===== src/rtl/harness_pkg.sv =====
// Shared types and helpers for the program run-and-check harness.
package harness_pkg;

  typedef enum logic [2:0] {
    StClear,
    StLoad,
    StRun,
    StCheck,
    StDone
  } hstate_t;

  localparam logic [15:0] TIMEOUT_DEFAULT = 16'd4096;

  // Widest packed table and widest entry tbl_get accepts.
  localparam int unsigned TBL_MAX_W = 1024;
  localparam int unsigned ENT_MAX_W = 32;

  // Returns entry i (each w bits, entry 0 in the LSBs), zero-extended.
  function automatic logic [ENT_MAX_W-1:0] tbl_get(input logic [TBL_MAX_W-1:0] tbl,
                                                   input int unsigned w,
                                                   input int unsigned i);
    logic [TBL_MAX_W-1:0] sh;
    sh      = tbl >> (w * i);
    tbl_get = '0;
    for (int b = 0; b < ENT_MAX_W; b++) begin
      if (b < int'(w)) tbl_get[b] = sh[b];
    end
  endfunction

endpackage


===== src/rtl/harness_cmp.sv =====
// One-entry result comparator with mismatch counter and first-mismatch index latch.
module harness_cmp #(
  parameter int unsigned DW   = 8,
  parameter int unsigned ERRW = 3,
  parameter int unsigned IDXW = 2
) (
  input  logic            i_clk,
  input  logic            i_clr,
  input  logic            i_en,
  input  logic [IDXW-1:0] i_idx,
  input  logic [DW-1:0]   i_rd_data,
  input  logic [DW-1:0]   i_exp,
  output logic            o_mismatch,
  output logic [ERRW-1:0] o_err_count,
  output logic [IDXW-1:0] o_first_err_idx
);

  logic [ERRW-1:0] r_err_count;
  logic [IDXW-1:0] r_first_err_idx;

  assign o_mismatch = i_en && (i_rd_data != i_exp);

  always_ff @(posedge i_clk) begin
    if (i_clr) begin
      r_err_count     <= '0;
      r_first_err_idx <= '0;
    end else if (o_mismatch) begin
      if (r_err_count == '0) r_first_err_idx <= i_idx;
      r_err_count <= r_err_count + 1'b1;
    end
  end

  assign o_err_count     = r_err_count;
  assign o_first_err_idx = r_first_err_idx;

endmodule


===== src/rtl/prog_harness.sv =====
// Run-and-check harness: clears and preloads data memory, runs the core until halt
// or timeout, then compares result words and reports a sticky verdict.
module prog_harness
  import harness_pkg::*;
#(
  parameter int unsigned               DW        = 8,
  parameter int unsigned               AW        = 8,
  parameter int unsigned               N_LOAD    = 4,
  parameter int unsigned               N_CHECK   = 4,
  parameter logic [N_LOAD*AW-1:0]      LOAD_ADDR = '0,
  parameter logic [N_LOAD*DW-1:0]      LOAD_DATA = '0,
  parameter logic [N_CHECK*AW-1:0]     CHK_ADDR  = '0,
  parameter logic [N_CHECK*DW-1:0]     CHK_DATA  = '0,
  parameter int unsigned               CW        = 16,
  parameter int unsigned               TIMEOUT   = 32'(TIMEOUT_DEFAULT)
) (
  input  logic                         CLK,
  input  logic                         start,
  output logic                         mem_wr_en,
  output logic [AW-1:0]                mem_addr,
  output logic [DW-1:0]                mem_wr_data,
  input  logic [DW-1:0]                mem_rd_data,
  output logic                         dut_start,
  input  logic                         dut_halt,
  output logic                         done,
  output logic                         pass,
  output logic                         timeout,
  output logic [$clog2(N_CHECK+1)-1:0] err_count,
  output logic [$clog2(N_CHECK)-1:0]   first_err_idx,
  output logic [CW-1:0]                cycles
);

  localparam int unsigned ERRW = $clog2(N_CHECK + 1);
  localparam int unsigned IDXW = $clog2(N_CHECK);
  // One index counter is shared by the clear sweep and both tables.
  localparam int unsigned IW0  = (AW > $clog2(N_LOAD)) ? AW : $clog2(N_LOAD);
  localparam int unsigned IW   = (IW0 > $clog2(N_CHECK)) ? IW0 : $clog2(N_CHECK);

  localparam logic [IW-1:0] LAST_CLR   = IW'(2 ** AW - 1);
  localparam logic [IW-1:0] LAST_LOAD  = IW'(N_LOAD - 1);
  localparam logic [IW-1:0] LAST_CHK   = IW'(N_CHECK - 1);
  localparam logic [CW-1:0] CYC_LAST   = CW'(TIMEOUT - 1);

  hstate_t         r_state, w_state_d;
  logic [IW-1:0]   r_idx, w_idx_d;
  logic [CW-1:0]   r_cycles;
  logic            r_done, r_pass, r_timeout, r_dut_start;

  logic            w_run_to;
  logic            w_chk_last;
  logic            w_chk_en;
  logic            w_mismatch;
  logic [ERRW-1:0] w_err_count;
  logic [IDXW-1:0] w_first_err_idx;
  logic [AW-1:0]   w_load_addr, w_chk_addr;
  logic [DW-1:0]   w_load_data, w_chk_data;

  assign w_load_addr = AW'(tbl_get(TBL_MAX_W'(LOAD_ADDR), AW, 32'(r_idx)));
  assign w_load_data = DW'(tbl_get(TBL_MAX_W'(LOAD_DATA), DW, 32'(r_idx)));
  assign w_chk_addr  = AW'(tbl_get(TBL_MAX_W'(CHK_ADDR), AW, 32'(r_idx)));
  assign w_chk_data  = DW'(tbl_get(TBL_MAX_W'(CHK_DATA), DW, 32'(r_idx)));

  assign w_run_to   = (r_state == StRun) && !dut_halt && (r_cycles == CYC_LAST);
  assign w_chk_last = (r_state == StCheck) && (r_idx == LAST_CHK);
  assign w_chk_en   = (r_state == StCheck) && !start;

  always_comb begin
    w_state_d = r_state;
    w_idx_d   = r_idx;
    unique case (r_state)
      StClear: begin
        if (r_idx == LAST_CLR) begin
          w_state_d = StLoad;
          w_idx_d   = '0;
        end else begin
          w_idx_d = r_idx + 1'b1;
        end
      end
      StLoad: begin
        if (r_idx == LAST_LOAD) begin
          w_state_d = StRun;
          w_idx_d   = '0;
        end else begin
          w_idx_d = r_idx + 1'b1;
        end
      end
      StRun: begin
        if (dut_halt)      w_state_d = StCheck;
        else if (w_run_to) w_state_d = StDone;
      end
      StCheck: begin
        if (w_chk_last) begin
          w_state_d = StDone;
          w_idx_d   = '0;
        end else begin
          w_idx_d = r_idx + 1'b1;
        end
      end
      StDone:  w_state_d = StDone;
      default: w_state_d = StClear;
    endcase
  end

  always_ff @(posedge CLK) begin
    if (start) begin
      r_state     <= StClear;
      r_idx       <= '0;
      r_cycles    <= '0;
      r_done      <= 1'b0;
      r_pass      <= 1'b0;
      r_timeout   <= 1'b0;
      r_dut_start <= 1'b1;
    end else begin
      r_state <= w_state_d;
      r_idx   <= w_idx_d;
      if ((r_state == StRun) && !dut_halt && (r_cycles != {CW{1'b1}})) begin
        r_cycles <= r_cycles + 1'b1;
      end
      if ((r_state == StLoad) && (r_idx == LAST_LOAD)) r_dut_start <= 1'b0;
      if (w_run_to) begin
        r_timeout <= 1'b1;
        r_done    <= 1'b1;
      end
      // Verdict must include the mismatch of the final entry, not yet in err_count.
      if (w_chk_last) begin
        r_done <= 1'b1;
        r_pass <= (w_err_count == '0) && !w_mismatch;
      end
    end
  end

  always_comb begin
    mem_wr_en   = 1'b0;
    mem_addr    = '0;
    mem_wr_data = '0;
    unique case (r_state)
      StClear: begin
        mem_wr_en = !start;
        mem_addr  = r_idx[AW-1:0];
      end
      StLoad: begin
        mem_wr_en   = !start;
        mem_addr    = w_load_addr;
        mem_wr_data = w_load_data;
      end
      StCheck: mem_addr = w_chk_addr;
      default: mem_addr = '0;
    endcase
  end

  harness_cmp #(
    .DW   (DW),
    .ERRW (ERRW),
    .IDXW (IDXW)
  ) u_cmp (
    .i_clk           (CLK),
    .i_clr           (start),
    .i_en            (w_chk_en),
    .i_idx           (r_idx[IDXW-1:0]),
    .i_rd_data       (mem_rd_data),
    .i_exp           (w_chk_data),
    .o_mismatch      (w_mismatch),
    .o_err_count     (w_err_count),
    .o_first_err_idx (w_first_err_idx)
  );

  assign dut_start     = r_dut_start;
  assign done          = r_done;
  assign pass          = r_pass;
  assign timeout       = r_timeout;
  assign err_count     = w_err_count;
  assign first_err_idx = w_first_err_idx;
  assign cycles        = r_cycles;

endmodule


===== config.mk =====
export PLATFORM = sky130hd
export DESIGN_NAME = prog_harness
export DESIGN_NICKNAME = d
export VERILOG_FILES = /design/src/rtl/harness_pkg.sv /design/src/rtl/harness_cmp.sv /design/src/rtl/prog_harness.sv
export SDC_FILE = /design/constraint.sdc
export NUM_CORES = 1
export LEC_CHECK = 0
export CORE_UTILIZATION = 52
export DETAILED_ROUTE_END_ITERATION = 16
export GPL_TIMING_DRIVEN = 0
export MAX_ROUTING_LAYER = met4
export PLACE_DENSITY = 0.84
export SLEW_MARGIN = 20
export SYNTH_ARGS = -nofsm -noshare
export SYNTH_HDL_FRONTEND = slang
export SYNTH_HIERARCHICAL = 1
export SYNTH_SLANG_ARGS = --single-unit

===== constraint.sdc =====
create_clock -name CLK -period 3.4 [get_ports CLK]
set_input_delay 0.68 -clock CLK [delete_from_list [all_inputs] [get_ports CLK]]
set_output_delay 0.68 -clock CLK [all_outputs]
set_load 0.02 [all_outputs]

==> flow_metrics.py, run 1 <==
metrics = {
    "routing": {
        "dr.first_iter.drc_count": 90,
        "wire_per_inst_um": 12.75,
        "firstDrtPassIters": 4,
        "drc": 0,
        "antenna_left": 0,
        "via_count": 1959,
        "viasPerCell": 5.503,
        "drt_wl_total_mm": 4.540,
    },
    "power_and_ir_drop": {
        "p_per_area_nw_per_um2": 326.3,
        "ir_worst_vdd_uv": 272.2,
        "leakagePower_nw": 0.9448,
        "finalPower_w": 0.0008822,
    },
    "setup_path": {
        "reg2regPathDepth": 5,
        "setup.worst_path.end_class": "primary output",
        "regToRegStartpoint": "r_idx[0]",
        "startpoint": "r_state[2]",
        "required_ps": 2720,
        "start_kind": "flip-flop",
        "cp.arrival_ps": 2380,
        "crit_type": "flip-flop to primary output",
        "crit_fanout": 10,
    },
    "floorplanning": {
        "ios": 53,
        "rows": 22,
        "initial_core_util_pct": 55.15,
        "die_w_um": 64.78,
        "dieArea_um2": 4196,
        "core_um2": 3716,
        "die_y_um": 64.78,
    },
    "clock_tree": {
        "cts_tree": "done",
        "cts_resized": 0,
        "clock_latency_ps": 290,
        "clkTransAtPathRegs_ps": 70,
        "clockRootBuffer": "clkbuf_8",
        "numCtsBuffers": 5,
        "cts_setup_buffers": 0,
        "hold_buffers": 0,
        "cts-htree-levels": 2,
        "cts_sinks": 36,
        "clock_tree.buffer_depth": 2,
    },
    "timing": {
        "rsz0062_at_grt": "no",
        "fin_tns_setup_ps": 0,
        "hold_viol": 0,
        "layout_min_cycle_time_ps": 3059,
        "worst_slew_pin_slew_ps": 905.5,
        "fmax_ghz": 0.3269,
        "min_period_over_period_pct": 89.97,
        "finalSetupViolCount": 0,
        "drv_slew": 0,
        "final.setup.worst_slack_ps": 341.1,
        "max_slew_margin_pct": 39.17,
        "clock_skew_ps": 7.905,
    },
    "logic_synthesis": {
        "yosys.cell_count.top_type": "dfxtp_1",
        "syn-cell-area_um2": 2049,
        "synth_area_leader_cell": "dfxtp_1",
        "synth_edf_count": 0,
        "synth_area_leaders": "dfxtp_1 (35%), nor2_1 (4.8%), a21oi_1 (4.2%), xor2_1 (3.8%), buf_4 (3.3%)",
        "syn_inst": 242,
        "synth_warnings": 6,
        "synthArstFlopShare_pct": 0,
        "synth-seq-cells": 36,
        "synth_top_area_share_pct": 35.16,
        "ys_top_cells_by_count": "dfxtp_1 (36), nor2_1 (26), a21oi_1 (17)",
        "synth_seq_area_share_pct": 35.16,
        "syn_avg_cell_area_um2": 8.469,
        "ys_types": 48,
        "synthFlopType": "dfxtp_1",
    },
    "placed_design": {
        "hpwl_mm": 3.318,
        "gp_congestion": 0.8332,
        "numPortBuffers": 43,
        "dp_cells": 348,
        "pre_cts_ws_ps": 414.9,
    },
    "cells_and_area": {
        "diodes": 0,
        "drive_above_1_share_pct": 9.416,
        "multi_input_area_um2": 1257,
        "final_cells": 356,
        "nets": 322,
        "fill_cells": 305,
        "seqCellArea_um2": 720.7,
        "syn2layout_area_growth_pct": 31.93,
    },
    "min_path": {
        "worstHoldPathType": "flip-flop to flip-flop",
        "min-delay-start": "dut_start",
        "hold_depth": 1,
    },
    "global_routing": {
        "grt_max_degree": 12,
        "grt_pass1_vias": 1691,
        "grt_pass1_wl_mm": 7.521,
        "antenna_found_initial": 0,
        "grt_use_total_pct": 23.85,
        "grt_remaining_overflow": 0,
    },
    "job": {
        "cap_violations": 0,
    },
    "status": {
        "run_status": "completed",
    },
}
worst max-delay path, stage by stage, from the launching register on:
cell             delay [ps]
dfxtp_1                 310
buf_6                   130
nor3_1                  740
and2_1                  260
clkdlybuf4s50_1         640
flip-flops by register name, summed over array words and instances (netlist names):
signal                 cells
cycles                    16
r_idx                      8
r_state                    3
u_cmp/o_err_count          3
u_cmp/o_first_err_idx      2
done                       1
dut_start                  1
pass                       1
timeout                    1
report_power, final:
group / switching [W] / internal (W)
clock: 0.000154 / 0.000218
combinational: 0.0000433 / 0.0000378
sequential: 0.00000445 / 0.000425
total: 0.000202 / 0.000680
layer usage:
layer | global-route usage, % | wire, µm
met4 | 9.722 | 65
met5 | - | 0
met2 | 36.20 | 2137
met1 | 30.19 | 2068
met3 | 5.810 | 268
cell type report:
cell class	instances	share of cell area (%)
clock buffer	6	2.684
sequential	36	26.65
clock inverter	2	1.296
multi-input combinational	198	46.51
inverter	5	0.6941
buffer	18	4.026
timing repair buffer	43	15.92
tap	48	2.221
placed cells by master (no fill, tap or decap), types with 7 or more instances in the layout:
master           Yosys  routed
clkbuf_1             6       7
conb_1               1      16
xor2_1               9       9
nor3_1               7       7
xnor2_1              7       7
buf_4                9       9
nand2b_1             9       9
or4_1                9       9
a21oi_1             17      17
clkdlybuf4s50_1      0      43
dfxtp_1             36      36
nand2_1             11      11
nor2_1              26      26
and2_1               9       9
nand3_1              9       9
o31ai_1              7       7
stage by stage:
| step | util (%) | area (µm²) | hold WS (ps) |
|---|---|---|---|
| finish | 72.76 | 2704 | 452.8 |
| global route | 72.76 | 2704 | 475.7 |
| global placement | 69.87 | 2596 | 433.9 |
| floorplan | - | 2106 | 486.5 |
| detailed placement | 69.87 | 2596 | 443.6 |
| CTS | 72.76 | 2704 | 459.7 |
logic make-up after synthesis:
kind of cell | synth area share [%]
DFF | 35.16
muxes | 4.273
and+or+nand+nor | 30.34
other | 0.1830
buffers and inverters | 6.227
adders and majority gates | 2.442
AOI/OAI and AO/OA | 14.53
xor gates and xnor gates | 6.838
path summary, 6_finish.rpt:
check / end / slack, ps
worst max-delay path: mem_addr[2] / 340
worst min-delay path: dut_start / 450
worst max register to register: r_idx[2] / 1000
worst min register to register: dut_start / 450
No activity file was read; power rests on OpenSTA's default activity.
==> inputs of run 2 (changes only) <==
CORE_UTILIZATION = 50   (was 52)
PLACE_DENSITY = 0.82   (was 0.84)
==> run 2 against run 1 <==
Against the previous run: sequential power is essentially flat; final area is the same; count of clock-buffer cells in the layout is the same; register-to-register slack about the same; via count decreased by 0.26%; worst hold slack improved by 11 ps; largest power group unchanged; highest routed layer unchanged.
==> flow_metrics.py, run 2 (synthesis gave the netlist of run 1 again) <==
metrics = {
    "timing": {
        "layout_min_cycle_time_ps": 2907,
        "fin_tns_setup_ps": 0,
        "finalSetupViolCount": 0,
        "worst_slew_pin_slew_ps": 778.6,
        "fmax_ghz": 0.3440,
        "clock_skew_ps": 5.070,
        "min_period_over_period_pct": 85.50,
        "max_slew_margin_pct": 47.69,
        "drv_slew": 0,
        "final.setup.worst_slack_ps": 493.0,
        "hold_viol": 0,
        "rsz0062_at_grt": "no",
    },
    "routing": {
        "firstDrtPassIters": 4,
        "wire_per_inst_um": 12.78,
        "dr.first_iter.drc_count": 102,
        "antenna_left": 0,
        "via_count": 1954,
        "drc": 0,
        "viasPerCell": 5.489,
        "drt_wl_total_mm": 4.549,
    },
    "cells_and_area": {
        "final_cells": 356,
        "syn2layout_area_growth_pct": 31.93,
        "diodes": 0,
        "final_cell_mix": "clkdlybuf4s50_1 (43), dfxtp_1 (36), nor2_1 (26), a21oi_1 (17), conb_1 (16)",
        "drive_above_1_share_pct": 9.416,
        "multi_input_area_um2": 1257,
        "seqCellArea_um2": 720.7,
        "final_common_cell": "clkdlybuf4s50_1",
        "largest_register_ffs": 16,
        "fill_cells": 313,
        "nets": 322,
    },
    "setup_path": {
        "cp_slowest_cell": "nor3_1",
        "setup.worst_path.end_class": "primary output",
        "slowest_delay_ps": 650,
        "crit_family": "simple AND/OR/NAND/NOR gates",
        "start_kind": "flip-flop",
        "rr_endpoint": "r_idx[2]",
        "rrSetupSlack_ps": 1000,
        "cp.arrival_ps": 2230,
        "regToRegStartpoint": "r_idx[0]",
        "crit_type": "flip-flop to primary output",
        "reg2regPathDepth": 5,
        "crit_fanout": 10,
        "required_ps": 2720,
        "cp_cell_sequence": "buf_6 > nor3_1 > and2_1 > clkdlybuf4s50_1",
        "cp_num_buf_inv": 2,
    },
    "global_routing": {
        "grt_pass1_vias": 1708,
        "grt_remaining_overflow": 0,
        "grt_use_total_pct": 22.26,
        "grt_max_degree": 12,
        "antenna_found_initial": 0,
        "grt_pass1_wl_mm": 7.341,
    },
    "floorplanning": {
        "die_y_um": 66.02,
        "die_w_um": 66.02,
        "dieArea_um2": 4359,
        "core_um2": 3799,
        "initial_core_util_pct": 53.95,
        "ios": 53,
        "rows": 22,
    },
    "clock_tree": {
        "cts_tree": "done",
        "cts_sinks": 36,
        "hold_buffers": 0,
        "numCtsBuffers": 5,
        "clockRootBuffer": "clkbuf_8",
        "clock_latency_ps": 290,
        "clock_tree.buffer_depth": 2,
        "cts_resized": 0,
        "clkTransAtPathRegs_ps": 70,
        "cts-htree-levels": 2,
        "cts_setup_buffers": 0,
    },
    "min_path": {
        "hold_depth": 1,
        "holdPathEnd": "dut_start",
        "min-delay-start": "dut_start",
        "worstHoldPathType": "flip-flop to flip-flop",
    },
    "placed_design": {
        "gp_congestion": 0.8646,
        "numPortBuffers": 43,
        "dp_cells": 348,
        "hpwl_mm": 3.291,
        "pre_cts_ws_ps": 391.8,
    },
    "power_and_ir_drop": {
        "p_per_area_nw_per_um2": 326.7,
        "finalPower_w": 0.0008834,
        "ir_worst_vdd_uv": 176.9,
        "leakagePower_nw": 0.9448,
    },
    "status": {
        "run_status": "completed",
    },
    "job": {
        "cap_violations": 0,
    },
}
run 2: cell counts in the layout (fill, tap and decap cells not counted):
No cell type changed its count.
run 2: stage by stage:
stage / area (µm²) / util [%] / hold WS, ps
6_report: 2704 / 71.18 / 464.0
5_1_grt: 2704 / 71.18 / 466.7
4_1_cts: 2704 / 71.18 / 461.6
3_5_place_dp: 2596 / 68.35 / 444.9
3_3_place_gp: 2596 / 68.35 / 435.9
2_1_floorplan: 2106 / - / 486.5
run 2: per-layer routing:
metal  global-route usage (%)  wire length [µm]  vias up
li1                         -                 -      980
met1                    27.35              2102      897
met2                    35.33              2077       71
met3                    5.690               341        6
met4                    7.713                27        0
met5                        -                 0        -
run 2: layout make-up:
class | count | area share (%)
Multi-Input combinational cell | 198 | 46.51
Clock inverter | 2 | 1.296
Timing Repair Buffer | 43 | 15.92
Tap cell | 48 | 2.221
Sequential cell | 36 | 26.65
Clock buffer | 6 | 2.684
Inverter | 5 | 0.6941
Buffer | 18 | 4.026
run 2: how the worst max path moves through the flow:
stage,end,slack (ps),cells past startpoint,startpoint
2_1_floorplan,cycles[15],990,4,dut_halt
3_3_place_gp,cycles[15],430,5,dut_halt
3_5_place_dp,cycles[15],390,5,dut_halt
4_1_cts,mem_addr[3],470,4,r_state[2]
5_1_grt,mem_addr[3],350,4,r_state[2]
6_report,mem_addr[3],490,4,r_state[2]
run 2: where the power goes:
group	switching [W]	internal, W	leakage, nW
Clock	0.000155	0.000218	0.0552
Combinational	0.0000439	0.0000378	0.599
Sequential	0.00000450	0.000425	0.291
==> inputs of run 3 (changes only) <==
CORE_UTILIZATION = 40   (was 50)
GPL_ROUTABILITY_DRIVEN = 1   (was not set)
PLACE_DENSITY = 0.68   (was 0.82)
==> run 3 against run 2 <==
Against the previous run: via count decreased by 3.8%; final area down 0.23%; global-route usage shrank 4.9 points; combinational power decreased by 2%; sequential share of layout area rose by 0.062 points; flip-flop and latch count unchanged; cell count up 5.1%; wire length fell by 3.7%; register-to-register slack about the same; setup slack got worse by 23 ps; die area grew 24%; critical path type unchanged; largest cell class unchanged; highest routed layer unchanged.
==> flow_metrics.py, run 3 (synthesis gave the netlist of run 1 again) <==
metrics = {
    "status": {
        "run_status": "completed",
    },
    "power_and_ir_drop": {
        "leakagePower_nw": 0.9306,
        "ir_worst_vdd_uv": 184.9,
        "p_per_area_nw_per_um2": 294.1,
    },
    "cells_and_area": {
        "nets": 322,
        "largest_register_ffs": 16,
        "syn2layout_area_growth_pct": 31.62,
        "fill_cells": 480,
        "fin_area_um2": 2698,
        "final_common_cell": "clkdlybuf4s50_1",
        "drive_above_1_share_pct": 9.121,
        "final_cell_mix": "clkdlybuf4s50_1 (43), dfxtp_1 (36), nor2_1 (26), a21oi_1 (17), conb_1 (16)",
        "diodes": 0,
    },
    "clock_tree": {
        "clkTransAtPathRegs_ps": 70,
        "cts_setup_buffers": 0,
        "cts_tree": "done",
        "clockRootBuffer": "clkbuf_8",
        "cts_sinks": 36,
        "numCtsBuffers": 5,
        "clock_latency_ps": 290,
        "cts_resized": 0,
        "clock_tree.buffer_depth": 2,
        "hold_buffers": 0,
        "cts-htree-levels": 2,
    },
    "timing": {
        "clock_skew_ps": 7.657,
        "hold_ws_ps": 456.1,
        "fin_tns_setup_ps": 0,
        "min_period_over_period_pct": 86.18,
        "rsz0062_at_grt": "no",
        "layout_min_cycle_time_ps": 2930,
        "drv_slew": 0,
        "worst_slew_pin_slew_ps": 849.3,
        "max_slew_margin_pct": 42.94,
        "fmax_ghz": 0.3413,
        "finalSetupViolCount": 0,
        "hold_viol": 0,
    },
    "routing": {
        "highest_layer": "met4",
        "firstDrtPassIters": 4,
        "dr.first_iter.drc_count": 44,
        "drc": 0,
        "via_count": 1879,
        "antenna_left": 0,
        "drt_wl_total_mm": 4.380,
        "dr_wl_met3_um": 223,
        "met2_length_mm": 1.943,
        "wl_met1_mm": 2.167,
        "wire_per_inst_um": 11.71,
        "viasPerCell": 5.024,
    },
    "min_path": {
        "worstHoldPathType": "flip-flop to flip-flop",
        "hold_depth": 1,
    },
    "floorplanning": {
        "initial_core_util_pct": 42.55,
        "dieArea_um2": 5414,
        "core_um2": 4817,
        "die_w_um": 73.58,
        "ios": 53,
        "die_y_um": 73.58,
        "rows": 25,
    },
    "placed_design": {
        "gp_congestion": 0.8988,
        "numPortBuffers": 43,
        "hpwl_mm": 3.303,
        "dpl_cell_area_um2": 2620,
    },
    "job": {
        "cap_violations": 0,
    },
    "global_routing": {
        "grt_pass1_wl_mm": 7.017,
        "grt_use_total_pct": 17.40,
        "grt_max_degree": 11,
        "grt_pass1_vias": 1596,
        "grt_remaining_overflow": 0,
        "antenna_found_initial": 0,
    },
    "setup_path": {
        "start_kind": "flip-flop",
        "required_ps": 2720,
        "crit_type": "flip-flop to primary output",
        "setup.worst_path.end_class": "primary output",
        "crit_fanout": 10,
        "cp.arrival_ps": 2250,
        "reg2regPathDepth": 5,
    },
}
## run 3: critical path, stage by stage, from the launching register on
cell and delay [ps]:
dfxtp_1 310, buf_6 130, nor3_1 700, and2_1 230, clkdlybuf4s50_1 600
## run 3: path summary, 6_finish.rpt
check / start / endpoint / slack [ps]
min: dut_start / dut_start / 460
min reg2reg: dut_start / dut_start / 460
max reg2reg: r_idx[0] / r_idx[7] / 1010
max: r_state[2] / mem_addr[3] / 470
## run 3: layer usage
layer  vias up  global-route usage [%]
li1        985                       -
met1       847                   22.52
met2        42                   26.50
met3         5                   4.664
met4         0                   5.128
met5         -                       -
## run 3: layout make-up
| cell class | count | area [µm²] | share of cell area [%] |
|---|---|---|---|
| Clock buffer | 6 | 72.57 | 2.690 |
| Inverter | 5 | 18.77 | 0.6957 |
| Multi-Input combinational cell | 198 | 1257 | 46.61 |
| Timing Repair Buffer | 43 | 430.4 | 15.96 |
| Tap cell | 67 | 83.83 | 3.108 |
| Buffer | 18 | 108.9 | 4.035 |
| Sequential cell | 36 | 720.7 | 26.72 |
| Clock inverter | 1 | 5.005 | 0.1855 |
## run 3: power by group
group | internal, W | switching, W | total (W)
sequential | 0.000425 | 0.00000451 | 0.000430
combinational | 0.0000377 | 0.0000422 | 0.0000799
clock | 0.000139 | 0.000145 | 0.000284
## run 3: through the flow
stage / cells / setup slack, ps / total power (W) / util [%]
floorplan: 257 / 988.0 / 0.0004924 / -
global route: 374 / 359.9 / 0.0008302 / 56.00
finish: 374 / 470.0 / 0.0007935 / 56.00
global placement: 367 / 408.2 / 0.0005184 / 54.39
detailed placement: 367 / 378.7 / 0.0005193 / 54.39
CTS: 374 / 428.1 / 0.0008058 / 56.00
